$ cat src/rtl/trans_seq_pkg.sv
// rtl/trans_seq_pkg.sv - shared state encoding, pipeline depth and sample word layout
package trans_seq_pkg;

  typedef enum logic [1:0] {
    ST_IDLE  = 2'd0,
    ST_READ  = 2'd1,
    ST_DRAIN = 2'd2
  } state_t;

  localparam int SEQ_LAT  = 4;
  localparam int SIGN_BIT = 10;
  localparam int MAG_W    = 10;
  localparam int OUT_W    = 12;

endpackage

$ cat src/rtl/trans_align.sv
// rtl/trans_align.sv - fixed-depth shift register with synchronous clear
module trans_align #(
  parameter int W     = 1,
  parameter int DEPTH = 4
) (
  input  logic         clk,
  input  logic         i_clr,
  input  logic [W-1:0] i_data,
  output logic [W-1:0] o_data
);

  logic [W-1:0] r_pipe [DEPTH];

  always_ff @(posedge clk) begin
    if (i_clr) begin
      for (int i = 0; i < DEPTH; i++) r_pipe[i] <= '0;
    end else begin
      r_pipe[0] <= i_data;
      for (int i = 1; i < DEPTH; i++) r_pipe[i] <= r_pipe[i-1];
    end
  end

  assign o_data = r_pipe[DEPTH-1];

endmodule

$ cat src/rtl/trans_seq.sv
// rtl/trans_seq.sv - frame sequencer feeding the sign-magnitude converter
// with sign skew and regenerated valid/last/index sideband.
module trans_seq
  import trans_seq_pkg::*;
#(
  parameter int FRAME_LEN = 1024,
  parameter int ADDR_W    = 10
) (
  input  logic              clk,
  input  logic              rst,
  input  logic              start,
  input  logic              abort,
  input  logic [ADDR_W-1:0] base_addr,
  output logic              rd_en,
  output logic [ADDR_W-1:0] rd_addr,
  input  logic [MAG_W:0]    rd_data,
  output logic [MAG_W-1:0]  conv_mag,
  output logic [MAG_W:0]    conv_qsub,
  input  logic [OUT_W-1:0]  conv_data,
  output logic [OUT_W-1:0]  out_data,
  output logic              out_valid,
  output logic              out_last,
  output logic [ADDR_W-1:0] out_idx,
  output logic              busy,
  output logic              frame_done
);

  localparam int SB_W = ADDR_W + 2;
  localparam logic [ADDR_W-1:0] LAST_N  = ADDR_W'(FRAME_LEN - 1);
  localparam logic [ADDR_W-1:0] DRAIN_N = ADDR_W'(SEQ_LAT - 1);

  state_t            r_state, w_next;
  logic [ADDR_W-1:0] r_cnt, w_cnt_nxt;
  logic [ADDR_W-1:0] r_addr, w_addr_nxt;
  logic              r_rd_en, r_rd_vld, r_busy;
  logic [MAG_W-1:0]  r_mag;
  logic              w_abort, w_clr, w_sign;
  logic [SB_W-1:0]   w_sb_in, w_sb_out;

  assign w_abort = abort && (r_state != ST_IDLE);
  assign w_clr   = rst || w_abort;

  always_ff @(posedge clk) begin
    if (rst) r_state <= ST_IDLE;
    else     r_state <= w_next;
  end

  always_comb begin
    w_next = r_state;
    case (r_state)
      ST_IDLE:  if (start && !abort) w_next = ST_READ;
      ST_READ:  if (abort) w_next = ST_IDLE;
                else if (r_cnt == LAST_N) w_next = ST_DRAIN;
      ST_DRAIN: if (abort || r_cnt == DRAIN_N) w_next = ST_IDLE;
      default:  w_next = ST_IDLE;
    endcase
  end

  // r_cnt is the read index while reading and the drain count while draining.
  always_comb begin
    w_cnt_nxt  = r_cnt;
    w_addr_nxt = r_addr;
    case (r_state)
      ST_IDLE: if (w_next == ST_READ) begin
        w_cnt_nxt  = '0;
        w_addr_nxt = base_addr;
      end
      ST_READ: if (w_next == ST_READ) begin
        w_cnt_nxt  = r_cnt + 1'b1;
        w_addr_nxt = r_addr + 1'b1;
      end else begin
        w_cnt_nxt  = '0;
      end
      ST_DRAIN: w_cnt_nxt = r_cnt + 1'b1;
      default:  w_cnt_nxt = '0;
    endcase
  end

  always_ff @(posedge clk) begin
    if (rst) begin
      r_cnt    <= '0;
      r_addr   <= '0;
      r_rd_en  <= 1'b0;
      r_rd_vld <= 1'b0;
      r_busy   <= 1'b0;
      r_mag    <= '0;
    end else begin
      r_cnt    <= w_cnt_nxt;
      r_addr   <= w_addr_nxt;
      r_rd_en  <= (w_next == ST_READ);
      r_rd_vld <= r_rd_en && !w_abort;
      r_busy   <= (w_next != ST_IDLE);
      r_mag    <= (r_rd_vld && !w_abort) ? rd_data[MAG_W-1:0] : '0;
    end
  end

  // Sign trails its magnitude by one cycle: the converter latches magnitude first.
  trans_align #(.W(1), .DEPTH(2)) u_sign_skew (
    .clk    (clk),
    .i_clr  (w_clr),
    .i_data (r_rd_vld & rd_data[SIGN_BIT]),
    .o_data (w_sign)
  );

  assign w_sb_in = {r_rd_en, r_rd_en && (r_cnt == LAST_N), r_rd_en ? r_cnt : '0};

  trans_align #(.W(SB_W), .DEPTH(SEQ_LAT)) u_sideband (
    .clk    (clk),
    .i_clr  (w_clr),
    .i_data (w_sb_in),
    .o_data (w_sb_out)
  );

  assign rd_en      = r_rd_en;
  assign rd_addr    = r_addr;
  assign busy       = r_busy;
  assign conv_mag   = r_mag;
  assign conv_qsub  = {w_sign, {MAG_W{1'b0}}};
  assign out_data   = conv_data;
  assign out_valid  = w_sb_out[SB_W-1];
  assign out_last   = w_sb_out[SB_W-2];
  assign frame_done = w_sb_out[SB_W-2];
  assign out_idx    = w_sb_out[ADDR_W-1:0];

endmodule

$ cat config.mk
export PLATFORM = sky130hd
export DESIGN_NAME = trans_seq
export DESIGN_NICKNAME = d
export VERILOG_FILES = /design/src/rtl/trans_seq_pkg.sv /design/src/rtl/trans_align.sv /design/src/rtl/trans_seq.sv
export SDC_FILE = /design/constraint.sdc
export NUM_CORES = 1
export LEC_CHECK = 0
export CAP_MARGIN = 20
export CORE_ASPECT_RATIO = 1.4
export CORE_UTILIZATION = 48
export CTS_CLUSTER_DIAMETER = 120
export DETAILED_ROUTE_END_ITERATION = 7
export PLACE_DENSITY = 0.78
export RECOVER_POWER = 50
export SLEW_MARGIN = 20
export SYNTH_ARGS = -nofsm -noshare
export SYNTH_HDL_FRONTEND = slang
export SYNTH_HIERARCHICAL = 1
export SYNTH_SLANG_ARGS = --single-unit
$ cat constraint.sdc
create_clock -name clk -period 2.7 [get_ports clk]
set_input_delay 0.675 -clock clk [delete_from_list [all_inputs] [get_ports clk]]
set_output_delay 0.675 -clock clk [all_outputs]
set_load 0.02 [all_outputs]
Word level (Yosys, flattened, before mapping)

Memories as Yosys holds them, arrays and structs flattened.
Cells that the tools add are included.

Bits of input ports: 37
ROM bits: 0
Output and inout port bits: 58
Bits in latches: 0
Logic and storage cells: 62
RAM bits: 50
Memories kept: 2
Bits in registers: 35

Equality and inequality tests: 7
Div/mod/pow operators: 0
Shift-type cells: 0
$lt $le $gt $ge: 0
$mul: 0
Bitwise operators: 8
Reductions and logical operators: 15
Add/sub/neg operators: 2
Multiplexer cells: 21

Memories:

| name               | words | width | read ports | clocked after Yosys merged registers in | wr ports | line              | source |
|---|---|---|---|---|---|---|---|
| u_sideband.r_pipe  | 4     | 12    | 4          | 0                                       | 4        | trans_align.sv:12 | `logic [W-1:0] r_pipe [DEPTH];` |
| u_sign_skew.r_pipe | 2     | 1     | 2          | 0                                       | 2        | trans_align.sv:12 |  |

Operators by type and width:

| cell                                                                    | count |
|---|---|
| 10-bit 2-to-1 mux                                                       | 5 |
| 12-bit 2-to-1 mux                                                       | 4 |
| 10-bit one-hot mux with 3 select lines                                  | 1 |
| 10-bit by 1-bit adder with 10-bit output (second input constant)        | 2 |
| 10-bit one-hot mux with 2 select lines                                  | 1 |
| 10-bit equality test (second input constant)                            | 1 |
| 10-bit by 2-bit equality test with 1-bit output (second input constant) | 1 |
| 2-bit 2-to-1 mux                                                        | 4 |
| 1-bit bitwise OR                                                        | 6 |
| 2-bit one-hot mux with 3 select lines                                   | 1 |
| 2-bit nonzero test                                                      | 3 |
| 1-bit logical AND                                                       | 5 |
| 1-bit 2-to-1 mux                                                        | 5 |
| 2-bit by 1-bit equality test with 1-bit output (second input constant)  | 2 |
| 2-bit inequality test (second input constant)                           | 2 |
| 3-bit AND reduction                                                     | 1 |
| 2-bit equality test (second input constant)                             | 1 |
| 1-bit logical NOT                                                       | 2 |
| 2-bit logical NOT                                                       | 1 |
| 1-bit logical OR                                                        | 2 |
| 2-bit OR reduction                                                      | 1 |
| 1-bit bitwise AND                                                       | 1 |
| 1-bit inverter                                                          | 1 |

Longest topological paths before layout

Gate-level depths: netlist (run 1).

Word-level depth: 7
Mapped depth: 12
Depth with buffers taken out: 8

Modules after synthesis

The synthesis (run 1) kept the hierarchy.

Modules (own cells, without submodules):

| module                     | sequential area each (µm²) | instances | cells an instance | area an instance (µm²) |
|---|---|---|---|---|
| trans_seq                  | 700.7                      | 1         | 254               | 2063.2 |
| trans_align at u_sideband  | 960.9                      | 1         | 101               | 1305.0 |
| trans_align at u_sign_skew | 40.0                       | 1         | 4                 | 52.6 |

Least setup slack after synthesis (run 1)

Ideal clock, no wire load.

Path type: reg2reg
Start point: register r_state[0]
End point: register r_addr[8] (netlist: rd_addr[8])
Path buffers: 4
Library setup time: 0.123 ns
Slack: 0.332 ns
Stages on the path, launching flop included: 13
Arrival: 2.245 ns
Data required time: 2.577 ns
Period minus slack after synthesis: 2.368 ns
Cell sequence: dfxtp_1 > inv_1 > ha_1 > clkbuf_1 > inv_1 > o21ai_0 > o21a_1 > buf_6 > or3_1 > buf_2 > buf_4 > nor4_1 > nor3_1

Word-level cells in the longest chain between the ends: 6
Elaborated cells on any way between the ends: 14
Those cells by class: eq/ne (5); mux (6); reduce/logical (3)

Ends and longest elaborated chain:

| element                                        | line                             | source |
|---|---|---|
| from (decl)                                    | trans_seq.sv:32                  | `state_t r_state, w_next;` |
| from (signal assigned)                         | trans_seq.sv:45                  | `else r_state <= w_next;` |
| 2-bit 2-to-1 mux                               | trans_seq.sv:53                  | `else if (r_cnt == LAST_N) w_next = ST_DRAIN;` |
| 2-bit 2-to-1 mux                               | trans_seq.sv:52                  | `ST_READ: if (abort) w_next = ST_IDLE;` |
| 2-bit one-hot mux with 3 select lines          | trans_seq.sv:50                  | `case (r_state)` |
| 2-bit by 1-bit equality test with 1-bit output | trans_seq.sv:64, trans_seq.sv:68 |  |
| 2-bit inequality test (no line)                | -                                |  |
| 3-bit AND reduction (no line)                  | -                                |  |
| to (signal assigned)                           | trans_seq.sv:89                  | `r_addr <= w_addr_nxt;` |
| to (decl)                                      | trans_seq.sv:34                  | `logic [ADDR_W-1:0] r_addr, w_addr_nxt;` |

Parallel ways exist; a longest one is shown, timed or not.
A chain may end at the register's enable or synchronous reset.

Worst setup path in the final report (run 1)

Start point: input port abort
End point: register r_cnt[7]

Word-level cells in the longest chain between the ends: 7
Elaborated cells on any way between the ends: 11
Those cells by class: eq/ne (2); mux (6); reduce/logical (3)

Ends and longest elaborated chain:

| element                                          | line                             | source |
|---|---|---|
| from (decl)                                      | trans_seq.sv:12                  | `input logic abort,` |
| 1-bit logical NOT                                | trans_seq.sv:51                  | `ST_IDLE: if (start && !abort) w_next = ST_READ;` |
| 1-bit logical AND                                | trans_seq.sv:51                  |  |
| 2-bit 2-to-1 mux                                 | trans_seq.sv:51                  |  |
| 2-bit one-hot mux with 3 select lines *          | trans_seq.sv:50                  |  |
| 2-bit by 1-bit equality test with 1-bit output * | trans_seq.sv:64, trans_seq.sv:68 |  |
| 10-bit 2-to-1 mux                                | trans_seq.sv:68                  | `ST_READ: if (w_next == ST_READ) begin` |
| 10-bit one-hot mux with 3 select lines           | trans_seq.sv:63                  | `case (r_state)` |
| to (signal assigned)                             | trans_seq.sv:88                  | `r_cnt <= w_cnt_nxt;` |
| to (decl)                                        | trans_seq.sv:33                  | `logic [ADDR_W-1:0] r_cnt, w_cnt_nxt;` |

Mark *: on every way between the ends. The rest lies on a longest branch, timed or not.

==> out/qor.yml, run 1 <==
run_status:
  run_status: "finished, final reports clean"
routing:
  avgRoutedWirePerCell_um: 13.0
  drcViolationCount: 0
  avgViaCountPerCell: 5.05
  drt_wl_total_um: 6730
  drtIter0Drc: 141
  vias: 2621
  first_pass_iters: 5
  ant_nets: 0
timing:
  fin_crit_sh: 0.955
  setup_viol: 0
  finalCriticalPeriod_ps: 2580
  hold_violations: 0
  slew_violations: 0
  fin_skew_ps: 9.11
  slew_headroom: 0.407
  max_freq_mhz: 388
  whs_ps: 438
  worst_slew_pin_slew_ps: 889
  timing.setup.tns_ps: 0
  worst_slack_ps: 121
  rsz0062_at_grt: "no"
cells_and_area:
  final_core_util: 0.619
  area_growth_pct: 25.5
  drive_above_1_share: 0.101
  antenna_cells: 0
  stdcell_area_um2: 4290
  nets: 462
  fillers: 596
  stdcell_count: 519
synth:
  synth_area_leaders: "dfxtp_1 (50%), nor2b_1 (9.7%), buf_4 (5.5%), and2_1 (2.9%), o31ai_1 (2.6%)"
  synth-seq-cells: 85
  ys_seq_area_frac: 0.497
  async_flop_share: 0
  synth_edf_count: 0
  syn-cell-area_um2: 3420
  netlist-cell-type-count: 45
  synth_top_area_frac: 0.497
  ys_warn_count: 6
  synth_cells: 359
  synth_area_per_cell_um2: 9.53
  ys.flop_type: "dfxtp_1"
  synth_area_leader_cell: "dfxtp_1"
cts:
  clock-sinks: 85
  root_buffer: "clkbuf_8"
  cts_tree: "yes"
  cts_made_buffers: 9
  cts_hold_buf: 0
  cts.clk_slew.worst_paths_ps: 80
  h-tree-depth: 3
  clk_latency_ps: 350
  post_cts_buffers: 0
  ctsLongestPathBuffers: 2
critical_path:
  crit_family: "compound AO/OA/AOI/OAI gates"
  worstPathArrival_ps: 2810
  setup.worst_path.end_class: "flop"
  crit_path_frequent_cell: "o31ai_1"
  max_stage_delay_ps: 530
  start_kind: "primary input"
  criticalPathCategory: "in2reg"
  cp_max_fo: 10
  path_buf_inv: 2
  crit_required_ps: 2930
  crit_path_top_delay_cell: "clkdlybuf4s50_1"
  cp_cell_sequence: "clkdlybuf4s50_1, nand2b_1, o21ai_0, o21a_1, buf_4, o311a_1, o31ai_1, o31ai_1"
power:
  power.total_mw: 2.67
  peakVddDrop_v: 0.000350
  leakage_nw: 1.69
  power_density_nw_per_um2: 623
global_route:
  grt-ovfl-total: 0
  track_usage: 0.192
  antenna_found_initial: 0
  grt_pass1_vias: 2499
  grt_pass1_wl_um: 11000
  grt_max_degree: 52
place:
  dpl_cell_area_um2: 4060
  place_inst: 503
  io_buffers: 60
  pre_cts_slack_ps: -159
  dpl.hpwl_um: 4610
  gp_congestion: 0.900
die:
  start_util: 0.493
  pin_count: 95
  core_area_um2: 6940
  dieHeight_um: 102
  rows: 36
  dieArea_um2: 7470
  die_w_um: 73.3
worst_hold_path:
  hp-class: "reg2reg"
job:
  max-cap-violations: 0
[sequential cells by signal (all words and copies together) (netlist names)]
name,flops
r_state,2
r_rd_vld,1
busy,1
conv_mag,10
u_sideband/r_pipe,48
rd_addr,10
u_sign_skew/r_pipe,2
rd_en,1
r_cnt,10
[cell usage after synthesis, types with 3 or more instances]
library cell / count
a21oi_1: 11
a221o_1: 3
and2_1: 16
and3_1: 13
and4_1: 3
buf_2: 3
buf_4: 25
buf_6: 5
clkbuf_1: 7
dfxtp_1: 85
ha_1: 6
inv_1: 7
nand2_1: 18
nand2b_1: 5
nand3_1: 9
nor2_1: 14
nor2b_1: 53
nor3_1: 15
nor4_1: 11
o21a_1: 3
o21ai_0: 7
o31ai_1: 12
[worst register-to-register path: stages, from the launching register on]
cell,delay [ps]
dfxtp_1,420
inv_1,100
ha_1,300
inv_1,140
o21ai_0,110
o21a_1,230
buf_4,160
o311a_1,490
o31ai_1,330
o31ai_1,110
[layer usage]
layer	vias up	global-route usage	part of all wire
li1	1318	-	-
met1	1197	0.207	0.40
met2	88	0.333	0.52
met3	18	0.0592	0.049
met4	0	0.101	0.028
met5	-	0	0
[layout make-up]
cell class | instances | area, um^2 | area share
Clock buffer | 11 | 141 | 0.0329
Clock inverter | 5 | 108 | 0.0251
Inverter | 8 | 30.0 | 0.00700
Multi-Input combinational cell | 234 | 1440 | 0.336
Sequential cell | 85 | 1700 | 0.397
Tap cell | 95 | 119 | 0.0277
Timing Repair Buffer | 81 | 752 | 0.175
[kinds of logic (layout without fill, tap and decap cells)]
| logic type | count (synthesis) | in the layout | share of synthesized area |
|---|---|---|---|
| simple gates | 166 | 166 | 0.280 |
| fa+ha+maj | 6 | 6 | 0.0219 |
| xor+xnor | 1 | 1 | 0.00256 |
| compound gates | 51 | 51 | 0.104 |
| flops | 85 | 85 | 0.497 |
| other cells | 1 | 10 | 0.00110 |
| buf+inv | 49 | 105 | 0.0933 |
[final timing paths]
| path | startpoint | to | slack, ps | depth (start not counted) |
|---|---|---|---|---|
| worst max-delay path | abort | r_cnt[7] | 120 | 8 |
| worst min-delay path | u_sideband/r_pipe[2][9] | u_sideband/r_pipe[3][9] | 440 | 1 |
| worst max register to register | r_state[1] | r_cnt[7] | 200 | 9 |
| worst min register to register | u_sideband/r_pipe[2][9] | u_sideband/r_pipe[3][9] | 440 | 1 |
[cells in the final DEF, fill, tap and decap left out, types with 9 or more instances in the layout]
master,count
a21oi_1,11
and2_1,16
and3_1,13
buf_4,19
clkbuf_8,10
clkdlybuf4s50_1,60
conb_1,10
dfxtp_1,85
nand2_1,18
nand3_1,9
nor2_1,14
nor2b_1,53
nor3_1,15
nor4_1,11
o31ai_1,12
[report_power, final]
part	total, mW	internal [mW]	switching (mW)
clock network	1.08	0.643	0.433
logic	0.289	0.133	0.156
registers	1.31	1.28	0.0288
[repair_timing]
action / 4_1_cts / 5_1_grt
endpoints found under the setup margin: 0 / 2
hold endpoints to repair: 0 / 0
resized for setup: 0 / 1
(Power assumes the default switching activity.)
==> run 2, diff against run 1 <==
- CORE_MARGIN: not set -> 2
==> run 2 against run 1 <==
Via count up 3.3%. Routed wire length about the same. Critical endpoint is now r_cnt[5]. Power down 8.7%. Final area down 1.7%. Maximum frequency up 0.62%. Clock power down 22%. Sequential power about the same. Global-route usage down 1.0 points.
==> out/qor.yml, run 2 (same netlist as run 1, synthesis figures left out) <==
worst_hold_path:
  whs_path_depth: 1
  min_from: "u_sideband/r_pipe[0][3]"
  hp-class: "reg2reg"
  worst_hold_path.endpoint: "u_sideband/r_pipe[1][3]"
cells_and_area:
  drive_above_1_share: 0.0993
  area_growth_pct: 23.3
  final_core_util: 0.608
  top_register: "u_sideband/r_pipe"
  antenna_cells: 0
  nets: 461
  final_common_cell: "dfxtp_1"
  stdcell_area_um2: 4220
  layout_common_cells: "dfxtp_1 (85), clkdlybuf4s50_1 (60), nor2b_1 (53)"
  largest_register_ffs: 48
  fillers: 609
cts:
  h-tree-depth: 3
  cts_tree: "yes"
  post_cts_buffers: 0
  clk_latency_ps: 350
  ctsLongestPathBuffers: 2
  root_buffer: "clkbuf_8"
  ctsResizeCount: 0
  cts.clk_slew.worst_paths_ps: 100
  cts_made_buffers: 9
  cts_hold_buf: 0
  clock-sinks: 85
global_route:
  grt_use_met1: 0.198
  grt-ovfl-total: 0
  antenna_found_initial: 0
  track_usage: 0.182
  busiest_layer: "met2"
  grt_max_degree: 52
  gr-usage-met2: 0.308
  grt_pass1_vias: 2598
  grt_pass1_wl_um: 11300
  met3_usage: 0.0562
timing:
  hold_violations: 0
  setup_viol: 0
  fin_skew_ps: 10.1
  max_freq_mhz: 390
  finalCriticalPeriod_ps: 2560
  slew_headroom: 0.424
  worst_slew_pin_slew_ps: 864
  whs_ps: 438
  timing.setup.tns_ps: 0
  rsz0062_at_grt: "no"
  fin_crit_sh: 0.949
  slew_violations: 0
place:
  dpl.hpwl_um: 4810
  io_buffers: 60
  dpl_cell_area_um2: 4040
  gp_congestion: 0.949
critical_path:
  setup.worst_path.end_class: "flop"
  ff2ff_path_depth: 8
  worstPathArrival_ps: 2830
  cp_cell_sequence: "clkdlybuf4s50_1, nand2b_1, a31oi_1, o311ai_1, or4b_4, a21bo_2, o31ai_1"
  max_stage_delay_ps: 560
  crit_required_ps: 2960
  r2r_end: "r_cnt[6]"
  start_kind: "primary input"
  r2r-start: "r_cnt[0]"
  crit_path_top_delay_cell: "or4b_4"
  criticalPathCategory: "in2reg"
  cp_max_fo: 6
  ff2ff_setup_slack_ps: 170
die:
  pin_count: 95
  core_area_um2: 6940
  dieArea_um2: 7830
  die_w_um: 75.3
  start_util: 0.493
  rows: 36
  dieHeight_um: 104
routing:
  avgViaCountPerCell: 5.23
  vias: 2707
  drt_wl_total_um: 6740
  first_pass_iters: 4
  drcViolationCount: 0
  ant_nets: 0
  avgRoutedWirePerCell_um: 13.0
  drtIter0Drc: 121
power:
  power_density_nw_per_um2: 579
  leakage_nw: 1.65
  peakVddDrop_v: 0.000276
job:
  max-cap-violations: 0
run_status:
  run_status: "finished, final reports clean"
[run 2: changes by cell type in the layout (fill, tap and decap cells not counted)]
| cell | previous run | this run |
|---|---|---|
| a31oi_1 | 1 | 2 |
| a31oi_2 | 1 | 0 |
| buf_4 | 19 | 18 |
| bufinv_16 | 3 | 0 |
| clkbuf_1 | 2 | 1 |
| clkbuf_8 | 10 | 9 |
| clkinv_4 | 2 | 0 |
| clkinvlp_4 | 0 | 2 |
| inv_6 | 0 | 3 |
| inv_8 | 0 | 2 |
[run 2: stage by stage]
stage,setup slack (ps),instances,power (mW)
after global placement,-64.2,502,1.62
final,137,518,2.44
after CTS,207,518,2.47
after detailed placement,-178,502,1.62
after floorplan,332,368,1.53
after global routing,1.95,518,2.56
[run 2: worst max path at each step]
| stage | endpoint | cells past startpoint | from | slack [ps] |
|---|---|---|---|---|
| after floorplan | rd_addr[8] | 12 | r_state[0] | 330 |
| after global placement | r_cnt[3] | 7 | abort | -60 |
| after detailed placement | r_cnt[8] | 7 | abort | -180 |
| after CTS | r_cnt[5] | 7 | abort | 210 |
| after global routing | r_cnt[8] | 7 | abort | 2 |
| final | r_cnt[5] | 7 | abort | 140 |
[run 2: critical path: cells and delay by family]
kind,cells,cell delay [ps]
buffers and inverters,1,470
AOI/OAI and AO/OA,4,950
and+or+nand+nor,2,740
[run 2: routing by layer]
layer / routed length, um / vias to the layer above
met5: 0 / -
met2: 3600 / 91
li1: - / 1315
met1: 2630 / 1281
met3: 360 / 20
met4: 146 / 0
[run 2: area by class of cell]
class | instances | area [um^2] | area share
flip-flops and latches | 85 | 1700 | 0.404
multi-input cells | 234 | 1430 | 0.340
inverters | 8 | 30.0 | 0.00712
clock inverters | 7 | 63.8 | 0.0151
repair buffers | 80 | 744 | 0.177
well taps | 95 | 119 | 0.0282
clock buffers | 9 | 124 | 0.0294
[run 2: power by group]
| group | internal, mW | leakage (nW) | switching [mW] | total (mW) |
|---|---|---|---|---|
| combinational | 0.132 | 0.874 | 0.154 | 0.286 |
| sequential | 1.28 | 0.687 | 0.0286 | 1.31 |
| clock | 0.357 | 0.0907 | 0.491 | 0.847 |
| total | 1.77 | 1.65 | 0.673 | 2.44 |
==> run 3, diff against run 2 <==
- CORE_MARGIN: 2 -> not set
- TNS_END_PERCENT: not set -> 10
==> results of run 3 <==
Same layout as run 1: the final DEF is identical, and so are final timing and power.
